**src/rtl/icache_perf_mon.sv**
```systemverilog
// Instruction-cache performance monitor: event counters, per-way hit counts and access
// latency, all read back through a snapshot bank with a one-cycle read handshake.
module icache_perf_mon #(
    parameter int CNT_WIDTH = 32,
    parameter int LAT_WIDTH = 16,
    parameter int NUM_WAYS  = 2,
    parameter bit SATURATE  = 1'b1
) (
    input  logic                 clk,
    input  logic                 resetn,
    input  logic                 proc_valid,
    input  logic                 proc_ready,
    input  logic                 debug_miss,
    input  logic [NUM_WAYS-1:0]  hit_way,
    input  logic                 mem_req_valid,
    input  logic                 mem_req_ready,
    input  logic                 freeze,
    input  logic                 clear,
    input  logic                 snapshot,
    input  logic                 rd_req,
    input  logic [3:0]           rd_addr,
    output logic                 rd_ack,
    output logic [CNT_WIDTH-1:0] rd_data,
    output logic                 proto_err
);

    generate
        if (NUM_WAYS < 1 || NUM_WAYS > 10) begin : g_bad_ways
            $error("icache_perf_mon: NUM_WAYS must be in 1..10");
        end
    endgenerate

    localparam int NUM_REGS = 6 + NUM_WAYS;
    localparam logic [0:0] ST_IDLE = 1'b0;
    localparam logic [0:0] ST_BUSY = 1'b1;

    logic [0:0]           state_q, state_d;
    logic [LAT_WIDTH-1:0] lat_q, lat_d, last_q, last_d, max_q, max_d;
    logic [CNT_WIDTH-1:0] acc_q, acc_d, miss_cnt_q, miss_cnt_d;
    logic [CNT_WIDTH-1:0] mem_q, mem_d, stall_q, stall_d;
    logic [CNT_WIDTH-1:0] way_q [NUM_WAYS];
    logic [CNT_WIDTH-1:0] way_d [NUM_WAYS];
    logic [CNT_WIDTH-1:0] shadow_q [NUM_REGS];
    logic [CNT_WIDTH-1:0] shadow_d [NUM_REGS];
    logic                 miss_q, miss_d, proto_err_q, proto_err_d, rd_ack_q, rd_ack_d;
    logic [CNT_WIDTH-1:0] rd_data_q, rd_data_d, rd_sel;
    logic                 access, stall, multi_hit;
    logic [LAT_WIDTH-1:0] lat_done;

    function automatic logic [CNT_WIDTH-1:0] cnt_step(input logic [CNT_WIDTH-1:0] v,
                                                      input logic en);
        if (!en) return v;
        if (&v) return SATURATE ? v : '0;
        return v + CNT_WIDTH'(1);
    endfunction

    // Latency always saturates, independent of the counter wrap mode.
    function automatic logic [LAT_WIDTH-1:0] lat_inc(input logic [LAT_WIDTH-1:0] v);
        return (&v) ? v : v + LAT_WIDTH'(1);
    endfunction

    always_comb begin
        access    = proc_valid & proc_ready;
        stall     = proc_valid & ~proc_ready;
        multi_hit = |(hit_way & (hit_way - NUM_WAYS'(1)));
        lat_done  = lat_inc(lat_q);

        state_d     = state_q;
        lat_d       = lat_q;
        last_d      = last_q;
        max_d       = max_q;
        acc_d       = acc_q;
        miss_cnt_d  = miss_cnt_q;
        mem_d       = mem_q;
        stall_d     = stall_q;
        way_d       = way_q;
        shadow_d    = shadow_q;
        proto_err_d = proto_err_q;
        miss_d      = debug_miss;

        if (clear) begin
            state_d    = ST_IDLE;
            lat_d      = '0;
            last_d     = '0;
            max_d      = '0;
            acc_d      = '0;
            miss_cnt_d = '0;
            mem_d      = '0;
            stall_d    = '0;
            for (int w = 0; w < NUM_WAYS; w++) way_d[w] = '0;
        end else if (!freeze) begin
            acc_d      = cnt_step(acc_q, access);
            miss_cnt_d = cnt_step(miss_cnt_q, debug_miss & ~miss_q);
            mem_d      = cnt_step(mem_q, mem_req_valid & mem_req_ready);
            stall_d    = cnt_step(stall_q, stall);
            for (int w = 0; w < NUM_WAYS; w++)
                way_d[w] = cnt_step(way_q[w], access & hit_way[w] & ~multi_hit);
            if (access && multi_hit) proto_err_d = 1'b1;

            case (state_q)
                ST_IDLE: begin
                    if (access) begin
                        last_d = LAT_WIDTH'(1);
                        if (max_q < LAT_WIDTH'(1)) max_d = LAT_WIDTH'(1);
                    end else if (stall) begin
                        state_d = ST_BUSY;
                        lat_d   = LAT_WIDTH'(1);
                    end
                end
                default: begin
                    if (stall) begin
                        lat_d = lat_done;
                    end else if (access) begin
                        last_d  = lat_done;
                        if (lat_done > max_q) max_d = lat_done;
                        state_d = ST_IDLE;
                    end else begin
                        // Request withdrawn before completion: nothing recorded.
                        proto_err_d = 1'b1;
                        state_d     = ST_IDLE;
                    end
                end
            endcase
        end

        if (snapshot) begin
            shadow_d[0] = acc_q;
            shadow_d[1] = miss_cnt_q;
            shadow_d[2] = mem_q;
            shadow_d[3] = stall_q;
            shadow_d[4] = CNT_WIDTH'(last_q);
            shadow_d[5] = CNT_WIDTH'(max_q);
            for (int w = 0; w < NUM_WAYS; w++) shadow_d[6+w] = way_q[w];
        end

        rd_sel = '0;
        for (int i = 0; i < NUM_REGS; i++)
            if (rd_addr == 4'(i)) rd_sel = shadow_q[i];
        rd_ack_d  = rd_req;
        rd_data_d = rd_req ? rd_sel : rd_data_q;
    end

    always_ff @(posedge clk or negedge resetn) begin
        if (!resetn) begin
            state_q     <= ST_IDLE;
            lat_q       <= '0;
            last_q      <= '0;
            max_q       <= '0;
            acc_q       <= '0;
            miss_cnt_q  <= '0;
            mem_q       <= '0;
            stall_q     <= '0;
            for (int w = 0; w < NUM_WAYS; w++) way_q[w] <= '0;
            for (int i = 0; i < NUM_REGS; i++) shadow_q[i] <= '0;
            miss_q      <= 1'b0;
            proto_err_q <= 1'b0;
            rd_ack_q    <= 1'b0;
            rd_data_q   <= '0;
        end else begin
            state_q     <= state_d;
            lat_q       <= lat_d;
            last_q      <= last_d;
            max_q       <= max_d;
            acc_q       <= acc_d;
            miss_cnt_q  <= miss_cnt_d;
            mem_q       <= mem_d;
            stall_q     <= stall_d;
            way_q       <= way_d;
            shadow_q    <= shadow_d;
            miss_q      <= miss_d;
            proto_err_q <= proto_err_d;
            rd_ack_q    <= rd_ack_d;
            rd_data_q   <= rd_data_d;
        end
    end

    assign rd_ack    = rd_ack_q;
    assign rd_data   = rd_data_q;
    assign proto_err = proto_err_q;

endmodule

```
**config.mk**
```make
export PLATFORM = sky130hd
export DESIGN_NAME = icache_perf_mon
export DESIGN_NICKNAME = d
export VERILOG_FILES = /design/src/rtl/icache_perf_mon.sv
export SDC_FILE = /design/constraint.sdc
export NUM_CORES = 1
export LEC_CHECK = 0
export BUFFER_PORTS_ARGS = -buffer_cell sky130_fd_sc_hd__buf_2
export CORE_MARGIN = 8
export CORE_UTILIZATION = 50
export DETAILED_ROUTE_END_ITERATION = 7
export PLACE_DENSITY = 0.71
export SLEW_MARGIN = 5
export SYNTH_ARGS = -nofsm -noshare
export SYNTH_HDL_FRONTEND = slang
export SYNTH_SLANG_ARGS = --single-unit
```
**constraint.sdc**
```tcl
create_clock -name clk -period 4.8 [get_ports clk]
set_input_delay 0.24 -clock clk [delete_from_list [all_inputs] [get_ports clk]]
set_output_delay 0.24 -clock clk [all_outputs]
set_load 0.03 [all_outputs]
```
* After elaboration in Yosys (flattened, before gate mapping) *
Cells that the tools add are included.

cells by class
  add/sub/neg operators = 8
  reduce and logical (&&, ||, !) cells = 24
  bitwise operators = 14
  mux-type cells = 114
  $lt $le $gt $ge = 2
  equal/unequal tests = 17

operator list
  operator                                                                       number
  32-bit two-way mux                                                             40
  16-bit two-way mux                                                             21
  32-bit by 1-bit adder with 32-bit output, second input constant                6
  32-bit AND reduction                                                           6
  64-bit two-way mux                                                             2
  1-bit two-way mux                                                              51
  4-bit != test, second input constant                                           6
  16-bit by 1-bit adder with 16-bit output, second input constant                1
  4-bit by 3-bit == test with 1-bit output, second input constant                4
  16-bit > comparator                                                            1
  16-bit by 1-bit less-than comparator with 1-bit output, second input constant  1
  16-bit AND reduction                                                           1
  2-bit AND reduction                                                            7
  3-bit nonzero test                                                             3
  1-bit AND                                                                      8
  4-bit by 2-bit == test with 1-bit output, second input constant                2
  3-bit != test, second input constant                                           2
  6-bit AND reduction                                                            1
  1-bit NOT                                                                      5
  4-bit by 1-bit == test with 1-bit output, second input constant                1
  4-bit zero test                                                                1
  4-bit AND reduction                                                            1
  3-bit by 2-bit != test with 1-bit output, second input constant                1
  3-bit AND reduction                                                            1
  other kinds (6)                                                                6

word-level totals
  input bits = 17
  flip-flop bits (word level) = 500
  logic and storage cells = 201

* Logic depth before layout (Yosys ltp) *
  word-level depth = 15
  gate-level depth with buffers = 14
  gate-level depth less buffers = 13

* Worst setup path after synthesis *
OpenSTA, ideal clock, no wires.

  path type = register to register
  start point = reg lat_q[0]
  end point = reg max_q[10]
  required time = 4.675 ns
  arrival time = 3.576 ns
  path buffers = 0
  setup slack = 1.099 ns
  library setup time = 0.125 ns
  stages on the path, launching flop included = 14
  cells stage by stage = dfrtp_1 ha_1 nand2_1 nor4_1 nand2_1 and2_1 a21oi_1 ha_1 nand4_1 a211oi_1 o32ai_1 a2111oi_2 nor2_1 mux2_2

between the ends
  longest elaborated chain between the ends = 8

ends and longest elaborated chain
  what                                                                                     RTL line  RTL
  start, declared                                                                          38        logic [LAT_WIDTH-1:0] lat_q, lat_d, last_q, last_d, max_q, max_d;
  start signal, assigned                                                                   161       lat_q <= lat_d;
  16-bit by 1-bit adder with 16-bit output / 16-bit AND reduction (equally long branches)  59        return (&v) ? v : v + LAT_WIDTH'(1);
  16-bit two-way mux (*)                                                                   59
  branches (longest 6 deep; another with 16-bit > comparator)                              -
  end signal, assigned                                                                     163       max_q <= max_d;
  end, declared                                                                            38

Mark *: on every way between the ends. The select of a mux whose other input is x is not followed.
A chain may end at the register's enable or synchronous reset.

* Worst setup path after layout *
  start point = reg lat_q[3]
  end point = reg max_q[8]

The elaborated chain is that of the path after synthesis.

==> results.yml <==
drt:
  vias: 17040
  finalWirelength_um: 61900
  via_per_inst: 6.03
  ant_nets: 0
  wire_per_inst_um: 21.9
  drc: 0
  drt_first_pass_iters: 5
  drt-initial-drc-count: 1733
yosys:
  muxShareOfSynthArea: 0.161
  ys_ff_latch: 500
  synth.area.top_cells: "dfrtp_1, mux2_2, nor2_1"
  synth.largest_area_cell: "dfrtp_1"
  syn_inst: 2141
  synth_edf_count: 0
  yosysTopAreaCellShare: 0.522
  synthAdderAreaFrac: 0.0120
  synth_area_sq_um: 24000
  synthXorXnorAreaFrac: 0.0595
  synth_top_family_by_area: "simple AND/OR/NAND/NOR gates"
  async_flop_share: 1.00
  syn_area_per_cell_sq_um: 11.2
  ys_seq_area_frac: 0.522
  synth_simple_gate_area_frac: 0.163
  synth_nets: 2181
  synth_cell_types: 63
  yosysWarnings: 0
  synthFlopType: "dfrtp_1"
  synth_compound_area_frac: 0.0562
finish:
  drive_gt1_frac: 0.207
  fill_cells: 3940
  multi_input_area_sq_um: 10900
  seqCellArea_sq_um: 12500
  syn_to_final_growth_pct: 11.4
  fin_nets: 2205
  antenna_cells: 0
  final_area_sq_um: 26700
cts:
  cts_root_buffer: "clkbuf_16"
  path_clk_slew_ns: 0.06
  hold_buffers: 2
  clockBufferDepth: 3
  cts_tree: "done"
  clkLatencyLatePin_ns: 0.62
  cts_sinks: 500
  cts_setup_buffers: 0
  cts_resized: 0
  cts-htree-levels: 2
  numCtsBuffers: 53
global_routing:
  grt.total_usage: 0.223
  grt_pass1_vias: 16793
  antenna_found_initial: 0
  grt_overflow: 0
  grt_max_degree: 141
  grt_first_pass_wirelength_um: 98900
power:
  p_sw_w: 0.00203
  clkPwrFrac: 0.484
  p_leak_nw: 11.9
  ir_drop_v: 0.000229
  seqPwrFrac: 0.473
  swShare: 0.226
  internal-power_w: 0.00696
  pwr_density_cell_nw_per_um2: 336
  combPwrFrac: 0.043
setup_path:
  cp-start-kind: "register"
  path_cells: "nand3_1 -> nor4_1 -> a41oi_1 -> ha_1 -> or4_1 -> o32ai_1 -> a2111oi_2 -> nor2_1 -> mux2_2"
  crit_arrival_ns: 4.61
  path_buf_inv: 0
  critPathKind: "register to register"
  crit_required_ns: 5.28
  cp_top_family: "simple AND/OR/NAND/NOR gates"
  end_kind: "register"
  path_max_fanout: 9
  crit_slowest_cell: "nor4_1"
  max_stage_delay_ns: 0.80
timing:
  period_share: 0.861
  rsz0062_at_grt: "no"
  worst_pin_slew_ns: 1.26
  clock_skew_ns: 0.0369
  clock.fmax_ghz: 0.242
  slew_viol_final: 0
  finalSetupViolCount: 0
  tns_ns: 0
  fin_crit_ns: 4.13
  hold_viol_final: 0
  max-slew-margin-rel: 0.159
placed_design:
  dp_hpwl_um: 43400
  post_dp_cell_area_sq_um: 24800
  place_congestion: 0.876
  port-buffer-count: 50
floorplanning:
  ioPinCount: 51
  rows: 80
  coreArea_sq_um: 47500
  die-area_sq_um: 55200
  start_util: 0.504
  fp.dieW_um: 235
  die_h_um: 235
run:
  cap_violations: 0
min_path:
  hp-class: "input pin to register"
status:
  status: "completed"
## layer usage
metal | global-route usage | routed length [um]
met4 | 0.0705 | 1860
met3 | 0.0376 | 3620
met5 | 0 | 0
met1 | 0.317 | 28100
met2 | 0.347 | 28400
## cells in the mapped netlist (5+ instances only)
library cell,n
and2_1,9
a21oi_1,53
a22oi_1,6
a211oi_1,8
nand2b_1,6
o31ai_1,11
or4_1,7
inv_1,60
nor3b_1,7
and3_1,36
o21ai_0,66
or3_1,29
nor2b_1,5
o22ai_1,19
nor2_1,223
nor3_1,50
nor4_1,32
dfrtp_1,500
mux4_2,35
a22o_1,11
a31oi_1,15
nor4b_1,11
xor2_1,78
ha_1,23
a21o_1,5
clkbuf_1,89
nand4_1,67
xnor2_1,85
buf_1,7
and4_1,17
mux2_2,246
nand2_1,136
mux2i_1,31
nand3_1,103
## layout make-up
class                           instances  share of cell area
Clock buffer                           77              0.0579
Multi-Input combinational cell       1479               0.406
Clock inverter                         22              0.0123
Inverter                               60             0.00843
Sequential cell                       500               0.468
Tap cell                              615              0.0288
Timing Repair Buffer                   71              0.0184
## power groups by stage
| stage | registers, W | logic [W] | clock network [W] |
|---|---|---|---|
| global placement | 0.00433 | 0.000383 | 0 |
| detailed placement | 0.00433 | 0.000387 | 0 |
| global route | 0.00425 | 0.000421 | 0.00459 |
| CTS | 0.00425 | 0.000390 | 0.00442 |
| floorplan | 0.00435 | 0.000190 | 0 |
| finish | 0.00425 | 0.000383 | 0.00435 |
## logic make-up (layout without fill, tap and decap cells)
kind of cell,count (synthesis),count (layout)
XOR/XNOR,163,163
adder cells (fa/ha/maj),23,23
flip-flops,500,500
buffers and inverters,162,230
AO/OA/AOI/OAI,218,218
AND/OR/NAND/NOR,763,763
multiplexers,312,312
## cell usage in the layout, fill, tap and decap left out, drive strengths merged, types with 8 or more instances in the layout
| cell type | synthesis | layout |
|---|---|---|
| xnor2 | 85 | 85 |
| nand4 | 67 | 67 |
| mux4 | 35 | 35 |
| clkinv | 0 | 15 |
| nor4b | 13 | 13 |
| a211oi | 8 | 8 |
| o22ai | 19 | 19 |
| ha | 23 | 23 |
| nand2 | 136 | 136 |
| o21ai | 66 | 66 |
| and2 | 9 | 9 |
| clkbuf | 89 | 77 |
| o31ai | 11 | 11 |
| nor3b | 9 | 9 |
| xor2 | 78 | 78 |
| mux2i | 31 | 31 |
| and3 | 36 | 36 |
| a22o | 11 | 11 |
| nor2 | 223 | 223 |
| a31oi | 15 | 15 |
| mux2 | 246 | 246 |
| dfrtp | 500 | 500 |
| and4 | 17 | 17 |
| or3 | 29 | 29 |
| nor4 | 39 | 39 |
| nand3 | 103 | 103 |
| a21oi | 53 | 53 |
| buf | 13 | 69 |
| inv | 60 | 60 |
| nor3 | 51 | 51 |
## registers in the layout (all words and copies together) (netlist names), 32 cells and up
name	flops
rd_data	32
stall_q	32
mem_q	32
acc_q	32
shadow_q	224
miss_cnt_q	32
way_q	64
## worst reg2reg max path, delay by kind of cell (launching register included)
| kind | cells | cell delay [ns] |
|---|---|---|
| adders and majority gates | 1 | 0.28 |
| and+or+nand+nor | 4 | 2.11 |
| AOI/OAI and AO/OA | 3 | 0.80 |
| muxes | 1 | 0.42 |
| DFF | 1 | 0.41 |
## worst paths after layout
| path | endpoint | cells after the start | slack (ns) | from |
|---|---|---|---|---|
| hold reg to reg | proto_err | 1 | 0.46 | proto_err |
| min in group asynchronous | way_q[58] | 2 | 0.19 | resetn |
| max in group asynchronous | lat_q[14] | 3 | 3.41 | resetn |
| hold / removal | proto_err | 4 | 0.04 | hit_way[1] |
| setup reg to reg | max_q[8] | 9 | 0.67 | lat_q[3] |
| setup / recovery | max_q[8] | 9 | 0.67 | lat_q[3] |
## metrics by stage
| stage | worst slack [ns] | cells | power [W] | util | hold WS [ns] |
|---|---|---|---|---|---|
| floorplan | 1.10 | 2141 | 0.00454 | - | -0.0556 |
| global placement | 0.741 | 2723 | 0.00471 | 0.522 | 0.299 |
| detailed placement | 0.709 | 2723 | 0.00472 | 0.522 | 0.297 |
| CTS | 0.668 | 2824 | 0.00907 | 0.562 | 0.00326 |
| global route | 0.281 | 2824 | 0.00926 | 0.562 | 0.0488 |
| finish | 0.668 | 2824 | 0.00899 | 0.562 | 0.0382 |
Power figures use the tool's default switching activity.
